## src/rtl/uart_tx_arbiter.sv

```systemverilog
`default_nettype none
// ---------------------------------------------------------------------------
// uart_tx_arbiter : round-robin byte arbiter (optional packet lock) for one uart_tx
// Revision 1.0
// ---------------------------------------------------------------------------
module uart_tx_arbiter #(
  parameter int NUM_REQ = 4,
  parameter int LOCK_EN = 1,
  parameter int BUSY_TO = 4,
  localparam int IDW = (NUM_REQ > 1) ? $clog2(NUM_REQ) : 1
) (
  input  logic                 clk,
  input  logic                 rst,
  input  logic [NUM_REQ-1:0]   req_valid,
  input  logic [8*NUM_REQ-1:0] req_data,
  input  logic [NUM_REQ-1:0]   req_last,
  output logic [NUM_REQ-1:0]   req_ready,
  output logic                 tx_start,
  output logic [7:0]           tx_data,
  input  logic                 tx_busy,
  output logic [IDW-1:0]       grant_id,
  output logic                 locked,
  output logic                 err_no_busy
);

  localparam int             TW       = $clog2(BUSY_TO) + 1;
  localparam logic [TW-1:0]  TO_LAST  = TW'(BUSY_TO - 1);
  localparam logic [IDW-1:0] LAST_IDX = IDW'(NUM_REQ - 1);

  typedef enum logic [1:0] {S_IDLE, S_START, S_WAIT_HI, S_WAIT_LO} state_t;

  state_t         state;
  logic [IDW-1:0] rr_ptr;
  logic [IDW-1:0] win;
  logic [IDW-1:0] next_ptr;
  logic           win_ok;
  logic           hs;
  logic           next_locked;
  logic [TW-1:0]  timer;
  logic [7:0]     data_arr [NUM_REQ];
  int             idx;

  generate
    for (genvar g = 0; g < NUM_REQ; g++) begin : g_unpack
      assign data_arr[g] = req_data[8*g +: 8];
    end
  endgenerate

  // Descending scan so the requester closest to rr_ptr is the last to overwrite.
  always_comb begin
    win    = grant_id;
    win_ok = 1'b0;
    idx    = 0;
    if (locked) begin
      win_ok = req_valid[grant_id];
    end else begin
      for (int k = NUM_REQ - 1; k >= 0; k--) begin
        idx = int'(rr_ptr) + k;
        if (idx >= NUM_REQ) idx = idx - NUM_REQ;
        if (req_valid[idx[IDW-1:0]]) begin
          win    = idx[IDW-1:0];
          win_ok = 1'b1;
        end
      end
    end
  end

  always_comb begin
    req_ready = '0;
    hs        = 1'b0;
    if (!rst && state == S_IDLE && win_ok && !tx_busy) begin
      req_ready[win] = 1'b1;
      hs             = 1'b1;
    end
  end

  assign next_locked = (LOCK_EN != 0) && !req_last[win];
  assign next_ptr    = (win == LAST_IDX) ? '0 : win + 1'b1;

  always_ff @(posedge clk or posedge rst) begin
    if (rst) begin
      state       <= S_IDLE;
      rr_ptr      <= '0;
      grant_id    <= '0;
      locked      <= 1'b0;
      tx_start    <= 1'b0;
      tx_data     <= '0;
      err_no_busy <= 1'b0;
      timer       <= '0;
    end else begin
      tx_start <= 1'b0;
      case (state)
        S_IDLE: begin
          if (hs) begin
            tx_data  <= data_arr[win];
            tx_start <= 1'b1;
            grant_id <= win;
            locked   <= next_locked;
            if (!next_locked) rr_ptr <= next_ptr;
            state    <= S_START;
          end
        end
        S_START: begin
          timer <= '0;
          state <= S_WAIT_HI;
        end
        S_WAIT_HI: begin
          if (tx_busy) begin
            state <= S_WAIT_LO;
          end else if (timer == TO_LAST) begin
            err_no_busy <= 1'b1;
            state       <= S_IDLE;
          end else begin
            timer <= timer + 1'b1;
          end
        end
        S_WAIT_LO: begin
          // Frame length is owned by the uart baud setting, so no timeout here.
          if (!tx_busy) state <= S_IDLE;
        end
        default: state <= S_IDLE;
      endcase
    end
  end

endmodule
`default_nettype wire

```

## config.mk

```make
export PLATFORM = sky130hd
export DESIGN_NAME = uart_tx_arbiter
export DESIGN_NICKNAME = d
export VERILOG_FILES = /design/src/rtl/uart_tx_arbiter.sv
export SDC_FILE = /design/constraint.sdc
export NUM_CORES = 1
export LEC_CHECK = 0
export BUFFER_PORTS_ARGS = -buffer_cell sky130_fd_sc_hd__buf_2
export CAP_MARGIN = 20
export CORE_MARGIN = 2
export CORE_UTILIZATION = 35
export CTS_CLUSTER_DIAMETER = 200
export DETAILED_ROUTE_END_ITERATION = 10
export PLACE_DENSITY_LB_ADDON = 0.2
export SKIP_LAST_GASP = 1
export SLEW_MARGIN = 20
export SYNTH_ARGS = -nofsm -noshare
export SYNTH_HDL_FRONTEND = slang
export SYNTH_SLANG_ARGS = --single-unit
```

## constraint.sdc

```tcl
create_clock -name clk -period 2.75 [get_ports clk]
set_input_delay 0.275 -clock clk [delete_from_list [all_inputs] [get_ports clk]]
set_output_delay 0.275 -clock clk [all_outputs]
set_load 0.03 [all_outputs]
```

* Word level (Yosys, flattened, before mapping)
Cells that the tools add are included.
** Word-level totals
- Register bits :: 20
- Bits of input ports :: 43
- Word-level logic and storage cells :: 103
** Operators by class
- Add/subtract/negate cells :: 9
- Order comparisons :: 12
- Equal/unequal tests :: 10
- Mux-type cells :: 48
- Bitwise gates (word level) :: 2
- Reduce and logical (&&, ||, !) cells :: 14
** Operator list (count)
- $mux W2 :: 18
- $lt A2 B3 Y1 const B :: 6
- $bmux W8 S2 :: 1
- $mux W8 :: 2
- $mux W1 :: 15
- $bmux W1 S2 :: 6
- $ge A3 B3 Y1 const B :: 4
- $reduce_and A3 Y1 :: 4
- $ne A2 B2 Y1 const B :: 4
- $pmux W2 S4 :: 1
- $sub A2 B1 Y2 const B :: 4
- $add A2 B2 Y3 const B :: 2
- $eq A2 B2 Y1 const B :: 3
- $mux W3 :: 2
- $pmux W3 S2 :: 1
- $logic_and A1 B1 Y1 :: 4
- $mux W4 :: 1
- $add A2 B1 Y3 const B :: 1
- $add A3 B1 Y3 const B :: 1
- $eq A3 B2 Y1 const B :: 1
- $ge A2 B3 Y1 const B :: 1
- $logic_not A1 Y1 :: 3
- $ne A3 B3 Y1 const B :: 1
- $not A2 Y3 :: 1
- 8 further kinds :: 8

* Depth between registers and ports, before layout
Gate-level depths: netlist of the first run.
- Depth in word-level cells :: 16
- Mapped depth :: 10

* Least setup slack after synthesis of the first run
OpenSTA, ideal clock, no wires.
- Path type :: register to output
- Start :: reg grant_id[0]
- End :: out req_ready[2]
- Arrival time :: 2.015 ns
- Setup slack :: 0.460 ns
- Stages on the path, launching flop included :: 9
- Cells stage by stage :: dfrtp_1 > inv_1 > nor4_1 > a2111oi_2 > a22o_4 > buf_6 > buf_6 > ha_1 > and2_1
** On the way
- Longest elaborated chain between the ends :: 10
** Ends and longest elaborated chain
- from (decl) :: RTL line 21 : output logic [IDW-1:0] grant_id,
- from (signal assigned) :: RTL line 97 : grant_id <= win;
- $mux W2 (4 in series) :: RTL line 60 : if (req_valid[idx[IDW-1:0]]) begin
- $mux W2 :: RTL line 54 : if (locked) begin
- $lt A2 B3 Y1 (implied by the code) / $ge A2 B1 Y1 (equally long branches) :: RTL line 72 : req_ready[win] = 1'b1;
- $logic_and A1 B1 Y1 (implied by the code) :: RTL line 72
- $mux W1 (implied by the code) :: RTL line 72
- $demux W1 S2 :: RTL line 72
- $mux W4 (*) :: RTL line 71 : if (!rst && state == S_IDLE && win_ok && !tx_busy) begin
- to (decl) :: RTL line 17 : output logic [NUM_REQ-1:0] req_ready,
Mark *: on every way between the ends. The rest lies on a longest branch, timed or not. The select of a mux whose other input is x is not followed.

* Final worst setup path of the first run
- Start :: reg rr_ptr[1]
- End :: out req_ready[3]
** On the way
- Longest elaborated chain between the ends :: 16
** Ends and longest elaborated chain
- from (decl) :: RTL line 33 : logic [IDW-1:0] rr_ptr;
- from (signal assigned) :: RTL line 99 : if (!next_locked) rr_ptr <= next_ptr;
- $add A2 B2 Y3 :: RTL line 58 : idx = int'(rr_ptr) + k;
- $ge A3 B3 Y1 / $sub A2 B1 Y2 (equally long branches) :: RTL line 59 : if (idx >= NUM_REQ) idx = idx - NUM_REQ;
- $mux W2 :: RTL line 59
- $mux W2 :: RTL line 54
- $bmux W1 S2 :: RTL line 60
- $mux W1 (implied by the code) :: RTL line 60
- $mux W2 (3 in series) :: RTL line 60
- $mux W2 (*) :: RTL line 60
- $mux W2 (*) :: RTL line 54
- named net win[0] :: RTL line 34 : logic [IDW-1:0] win;
- $lt A2 B3 Y1 (implied by the code) / $ge A2 B1 Y1 (equally long branches) :: RTL line 72
- $logic_and A1 B1 Y1 (implied by the code) :: RTL line 72
- $mux W1 (implied by the code) :: RTL line 72
- $demux W1 S2 (*) :: RTL line 72
- $mux W4 (*) :: RTL line 71
The timed path passes the listed nets; every way through them passes the cells marked *. The select of a mux whose other input is x is not followed.

==> reports/results.ini, run 1 <==
[final_layout]
final_util_pct = 45.6
area_growth_pct = 25.4
fillers = 396
final_cells = 257
drive_above_1_share_pct = 38.6
nNetsFinal = 257
antennaDiodeCount = 0

[setup_path]
crit_family = compound AO/OA/AOI/OAI gates
end_kind = output pin
crit_buf_inv = 2
timing.rr.start = rr_ptr[1]
path_class = flip-flop to output pin
r2r_cells = 7
worstPathCellList = mux2i_1 -> nor4_1 -> a2111oi_2 -> a22o_4 -> inv_1 -> ha_1 -> and2_1 -> buf_2
cp_max_fo = 14
r2r-end = rr_ptr[1]
slowest_stage = dfrtp_2
rrSetupSlack_ns = 0.45
arrival_ns = 2.27
required_ns = 2.48
start_kind = flip-flop
max_stage_delay_ns = 0.50
crit_cells = 8

[timing]
slew_headroom_pct = 48.1
rsz0062_at_grt = false
final-max-slew-violation-count = 0
fin_crit_sh_pct = 92.5
setup_viol = 0
setup_tns_ns = 0
period_minus_slack_ns = 2.54
finalHoldViolCount = 0
finalClockSkew_ns = 0.00191
tightestPinTransition_ns = 0.778
fmax_ghz = 0.393

[synthesis]
synth-seq-cells = 20
syn_nets = 199
syn_inst = 150
async_reset_ff_share_pct = 100
synthMuxAreaShare_pct = 19.6
synth_edf_count = 0
synthSimpleGateAreaFrac_pct = 15.7
synthesis.area_um2 = 1470
synthFlopType = dfrtp_1
synth_top_area_share_pct = 34.2
synth_area_leader_cell = dfrtp_1
synth_compound_area_share_pct = 18.7
synthAdderAreaFrac_pct = 5.12
synth_cell_types = 42
yosysSeqAreaShare_pct = 34.2
synth_top_family_by_area = multiplexers
synth-warning-count = 0
synth-xor-area-share_pct = 0
yosys-top-cells-area = dfrtp_1, mux2i_1, nand2_1
syn_avg_cell_area_um2 = 9.77

[power_and_ir_drop]
power_leakage_nw = 0.954
cellPowerDensity_nw_per_um2 = 1030
total_power_mw = 1.89
vdd_drop_max_v = 0.000437

[drt]
vias = 1295
avgRoutedWirePerCell_um = 12.7
final_antenna_net_count = 0
drc = 0
avgViaCountPerCell = 5.04
dr.pass1.iters = 4
drt-initial-drc-count = 38
finalWirelength_um = 3270

[floorplanning]
die_area_um2 = 4720
start_util_pct = 36.4
die_width_um = 68.7
die_h_um = 68.7
rows = 23
io_pins = 60
core_um2 = 4030

[clock_tree]
cts_sinks = 20
ctsHoldBuffers = 0
clk_pin_slew_ns = 0.07
cts_buffers = 3
clkLatencyLatePin_ns = 0.25
cts_buffer_depth = 2
cts_tree = built
clockRootBuffer = clkbuf_8
cts_max_level = 1

[place]
dp.cells = 253
hpwlAfterDp_um = 2540
place_congestion = 0.788
io_buffers = 59

[min_path]
min_path_type = input pin to async pin

[global_route]
grtUsageTotal_pct = 15.1
grt_pass1_vias = 1261
grt_max_degree = 21
overflow = 0
grt_pass1_wl_um = 5490
antenna_found_initial = 0

[run]
drv_cap = 0

[outcome]
status = finished clean

[layout make-up]
type                       instances  area, um^2  share of cell area (%)
inverter                           9        33.8                    1.84
clock buffer                       4        55.1                    3.00
timing repair buffer              62         318                    17.3
sequential                        20         502                    27.3
multi-input combinational        112         867                    47.2
tap                               50        62.6                    3.40
[Yosys cell counts, types with 2 or more instances]
| cell type | count |
|---|---|
| buf_6 | 3 |
| ha_1 | 6 |
| o221ai_1 | 8 |
| mux2_4 | 2 |
| o21ai_0 | 4 |
| dfrtp_1 | 20 |
| clkbuf_1 | 2 |
| inv_1 | 9 |
| o21ai_1 | 4 |
| nand2_1 | 21 |
| buf_2 | 3 |
| and2_1 | 4 |
| a31oi_1 | 3 |
| nor2_1 | 7 |
| nor3_1 | 2 |
| nor2b_1 | 2 |
| a21oi_1 | 3 |
| nor4_1 | 3 |
| mux2i_1 | 21 |
[cell families (layout without fill, tap and decap cells)]
group	after synthesis	in the layout
buffers and inverters	18	75
AOI/OAI and AO/OA	33	33
DFF	20	20
and+or+nand+nor	47	47
muxes	26	26
adders and majority gates	6	6
[cell usage in the layout (no fill, tap or decap), types with 2 or more instances in the layout]
cell type,Yosys,final
clkbuf_8,0,4
nor2_1,7,7
and2_1,4,4
mux2i_1,21,21
o21ai_1,4,4
nand2_1,21,21
dfrtp_1,20,19
ha_1,6,6
a31oi_1,3,3
inv_1,9,9
buf_4,1,3
a21oi_1,3,3
nor3_1,2,2
nor4_1,3,3
o21ai_0,4,4
nor2b_1,2,2
buf_2,3,59
mux2_4,2,2
o221ai_1,8,8
[worst max path at each step]
stage	slack (ns)	start	end
floorplan	0.46	grant_id[0]	req_ready[2]
global placement	0.41	rr_ptr[1]	rr_ptr[0]
detailed placement	0.33	rr_ptr[1]	rr_ptr[1]
CTS	0.10	rr_ptr[1]	req_ready[3]
global route	0.05	rr_ptr[1]	req_ready[3]
finish	0.21	rr_ptr[1]	req_ready[3]
[layer usage]
metal / share of wire, % / routed length (um) / GRT usage (%) / up-vias
li1: - / - / - / 664
met4: 0.52 / 17 / 2.94 / 0
met2: 44 / 1450 / 25.6 / 44
met3: 6.6 / 217 / 3.08 / 4
met1: 49 / 1590 / 20.0 / 583
met5: 0 / 0 / 0 / -
[sequential cells by signal (all words and copies together) (netlist names)]
| register | cells |
|---|---|
| timer | 3 |
| locked | 1 |
| state | 2 |
| tx_start | 1 |
| grant_id | 2 |
| rr_ptr | 2 |
| tx_data | 8 |
| err_no_busy | 1 |
[per-stage QoR]
step,hold WS [ns],cell area [um^2],setup slack (ns)
after global placement,0.464,1780,0.413
after global routing,0.256,1840,0.0476
after CTS,0.206,1840,0.103
after floorplan,0.239,1470,0.460
final,0.170,1840,0.208
after detailed placement,0.461,1780,0.331
[what timing repair did]
action | 4_1_cts | 5_1_grt
setup endpoints to repair | 0 | 2
setup buffers | 0 | 0
resized for setup | 0 | 1
endpoints found under the hold margin | 0 | 0
[where the power goes]
part	leakage (nW)	switching (mW)	internal, mW
logic	0.675	0.615	0.478
clock network	0.0288	0.0921	0.127
registers	0.250	0.153	0.420
total	0.954	0.861	1.02
Note: power is estimated with default switching activity, not from simulation.
==> inputs of run 2 (changes only) <==
- PLACE_DENSITY: default -> 0.68
- PLACE_DENSITY_LB_ADDON: 0.2 -> default
==> run 2 against run 1 <==
Against the previous run:
- clock skew up 0.0031 ns
- via count up 2.5%
- flip-flop and latch count unchanged
- cell area unchanged
- power up 0.65%
- non-clock buffer count unchanged
- die area unchanged
- combinational power about the same
- largest power group unchanged
- sequential share of layout area unchanged
- sequential power about the same
==> reports/results.ini, run 2 (synthesis results as in run 1) <==
[timing]
finalHoldViolCount = 0  ; unchanged
finalClockSkew_ns = 0.00498  ; +0.00307 ns
period_minus_slack_ns = 2.51  ; -0.0299 ns
final-max-slew-violation-count = 0  ; unchanged
setup_tns_ns = 0  ; unchanged
fmax_ghz = 0.398  ; +1.2%
rsz0062_at_grt = false
fin_crit_sh_pct = 91.4  ; -1.1 points
tightestPinTransition_ns = 0.755  ; -0.0229 ns
slew_headroom_pct = 49.6  ; +1.5 points
setup_viol = 0  ; unchanged

[drt]
dr.pass1.iters = 4  ; unchanged
drc = 0  ; unchanged
finalWirelength_um = 3270  ; about the same
final_antenna_net_count = 0  ; unchanged
avgRoutedWirePerCell_um = 12.7  ; about the same
drt-initial-drc-count = 71  ; +87%
avgViaCountPerCell = 5.16  ; +2.5%
vias = 1327  ; +2.5%

[setup_path]
start_kind = flip-flop
crit_family = compound AO/OA/AOI/OAI gates
arrival_ns = 2.24  ; -0.03 ns
cp_max_fo = 14  ; unchanged
max_stage_delay_ns = 0.50  ; about the same
required_ns = 2.48  ; about the same
worstPathCellList = mux2i_1 -> nor4_1 -> a2111oi_2 -> a22o_4 -> inv_1 -> ha_1 -> and2_1 -> buf_2
slowest_stage = dfrtp_2
path_class = flip-flop to output pin
end_kind = output pin
crit_buf_inv = 2  ; unchanged

[floorplanning]
die_area_um2 = 4720  ; unchanged
start_util_pct = 36.4  ; unchanged
die_width_um = 68.7  ; unchanged
rows = 23  ; unchanged
die_h_um = 68.7  ; unchanged
io_pins = 60  ; unchanged
core_um2 = 4030  ; unchanged

[clock_tree]
cts_buffers = 3  ; unchanged
cts_setup_buffers = 0  ; unchanged
cts_tree = built
clkLatencyLatePin_ns = 0.26  ; about the same
clk_pin_slew_ns = 0.08  ; about the same
cts_resized = 0  ; unchanged
ctsHoldBuffers = 0  ; unchanged
cts_buffer_depth = 2  ; unchanged
clockRootBuffer = clkbuf_8
cts_sinks = 20  ; unchanged
cts_max_level = 1  ; unchanged

[min_path]
min_path_type = input pin to async pin

[final_layout]
antennaDiodeCount = 0  ; unchanged
drive_above_1_share_pct = 38.6  ; unchanged
area_growth_pct = 25.4  ; unchanged
final_common_cell = buf_2
final_cells = 257  ; unchanged
most-common-layout-cells = buf_2, nand2_1, mux2i_1
reg.largest.list = tx_data: 8 flops, timer: 3 flops
top_register = tx_data
largest_reg_flops = 8  ; unchanged
nNetsFinal = 257  ; unchanged
final_util_pct = 45.6  ; unchanged

[global_route]
antenna_found_initial = 0  ; unchanged
grt_pass1_wl_um = 5130  ; -6.5%
grt_pass1_vias = 1153  ; -8.6%
grtUsageTotal_pct = 14.7  ; -0.45 points
overflow = 0  ; unchanged
grt_max_degree = 21  ; unchanged

[place]
io_buffers = 59  ; unchanged
hpwlAfterDp_um = 2530  ; -0.50%
place_congestion = 0.733  ; -7.0%
dp.cells = 253  ; unchanged

[outcome]
status = finished clean

[power_and_ir_drop]
vdd_drop_max_v = 0.000364  ; -17%
cellPowerDensity_nw_per_um2 = 1030  ; +0.65%
power_leakage_nw = 0.954  ; about the same

[run]
drv_cap = 0  ; unchanged

## run 2: cell type report
cell class | count | area [um^2]
Tap cell | 50 | 62.6
Fill cell | 399 | 2190
Timing Repair Buffer | 62 | 318
Multi-Input combinational cell | 112 | 867
Inverter | 9 | 33.8
Clock buffer | 4 | 55.1
Sequential cell | 20 | 502
## run 2: final timing paths
path	start	endpoint	slack (ns)	cells after the start
hold reg to reg	err_no_busy	err_no_busy	0.47	1
max in group asynchronous	rst	rr_ptr[1]	2.08	2
min in group clk	req_data[26]	tx_data[2]	0.33	3
setup / recovery	rr_ptr[1]	req_ready[3]	0.24	8
hold / removal	rst	rr_ptr[0]	0.15	2
setup reg to reg	rr_ptr[1]	rr_ptr[1]	0.49	7
## run 2: worst reg2reg max path, cell delays in order, from the launching register on
cell and delay, ns:
dfrtp_2 0.50, mux2i_1 0.21, nor4_1 0.07, a2111oi_2 0.38, a22o_4 0.24, mux2i_1 0.27
o22a_4 0.19, mux2_4 0.29
## run 2: stage by stage
step	hold WS, ns	setup WS [ns]	instance area (um^2)	total power, mW
2_1_floorplan	0.239	0.460	1470	1.47
3_3_place_gp	0.464	0.446	1780	1.67
3_5_place_dp	0.467	0.377	1780	1.69
4_1_cts	0.197	0.111	1840	1.92
6_report	0.151	0.238	1840	1.90
5_1_grt	0.230	0.0547	1840	2.05
## run 2: metal layers
layer  wire length (um)  track usage (%)  up-vias
met5                  0                0        -
met4                 63             7.84        0
met3                190             2.27        4
met2               1490             23.4       48
met1               1530             19.0      606
li1                   -                -      669
## run 2: power breakdown
part | internal, mW | switching, mW
clock network | 0.128 | 0.102
registers | 0.420 | 0.156
logic | 0.480 | 0.612
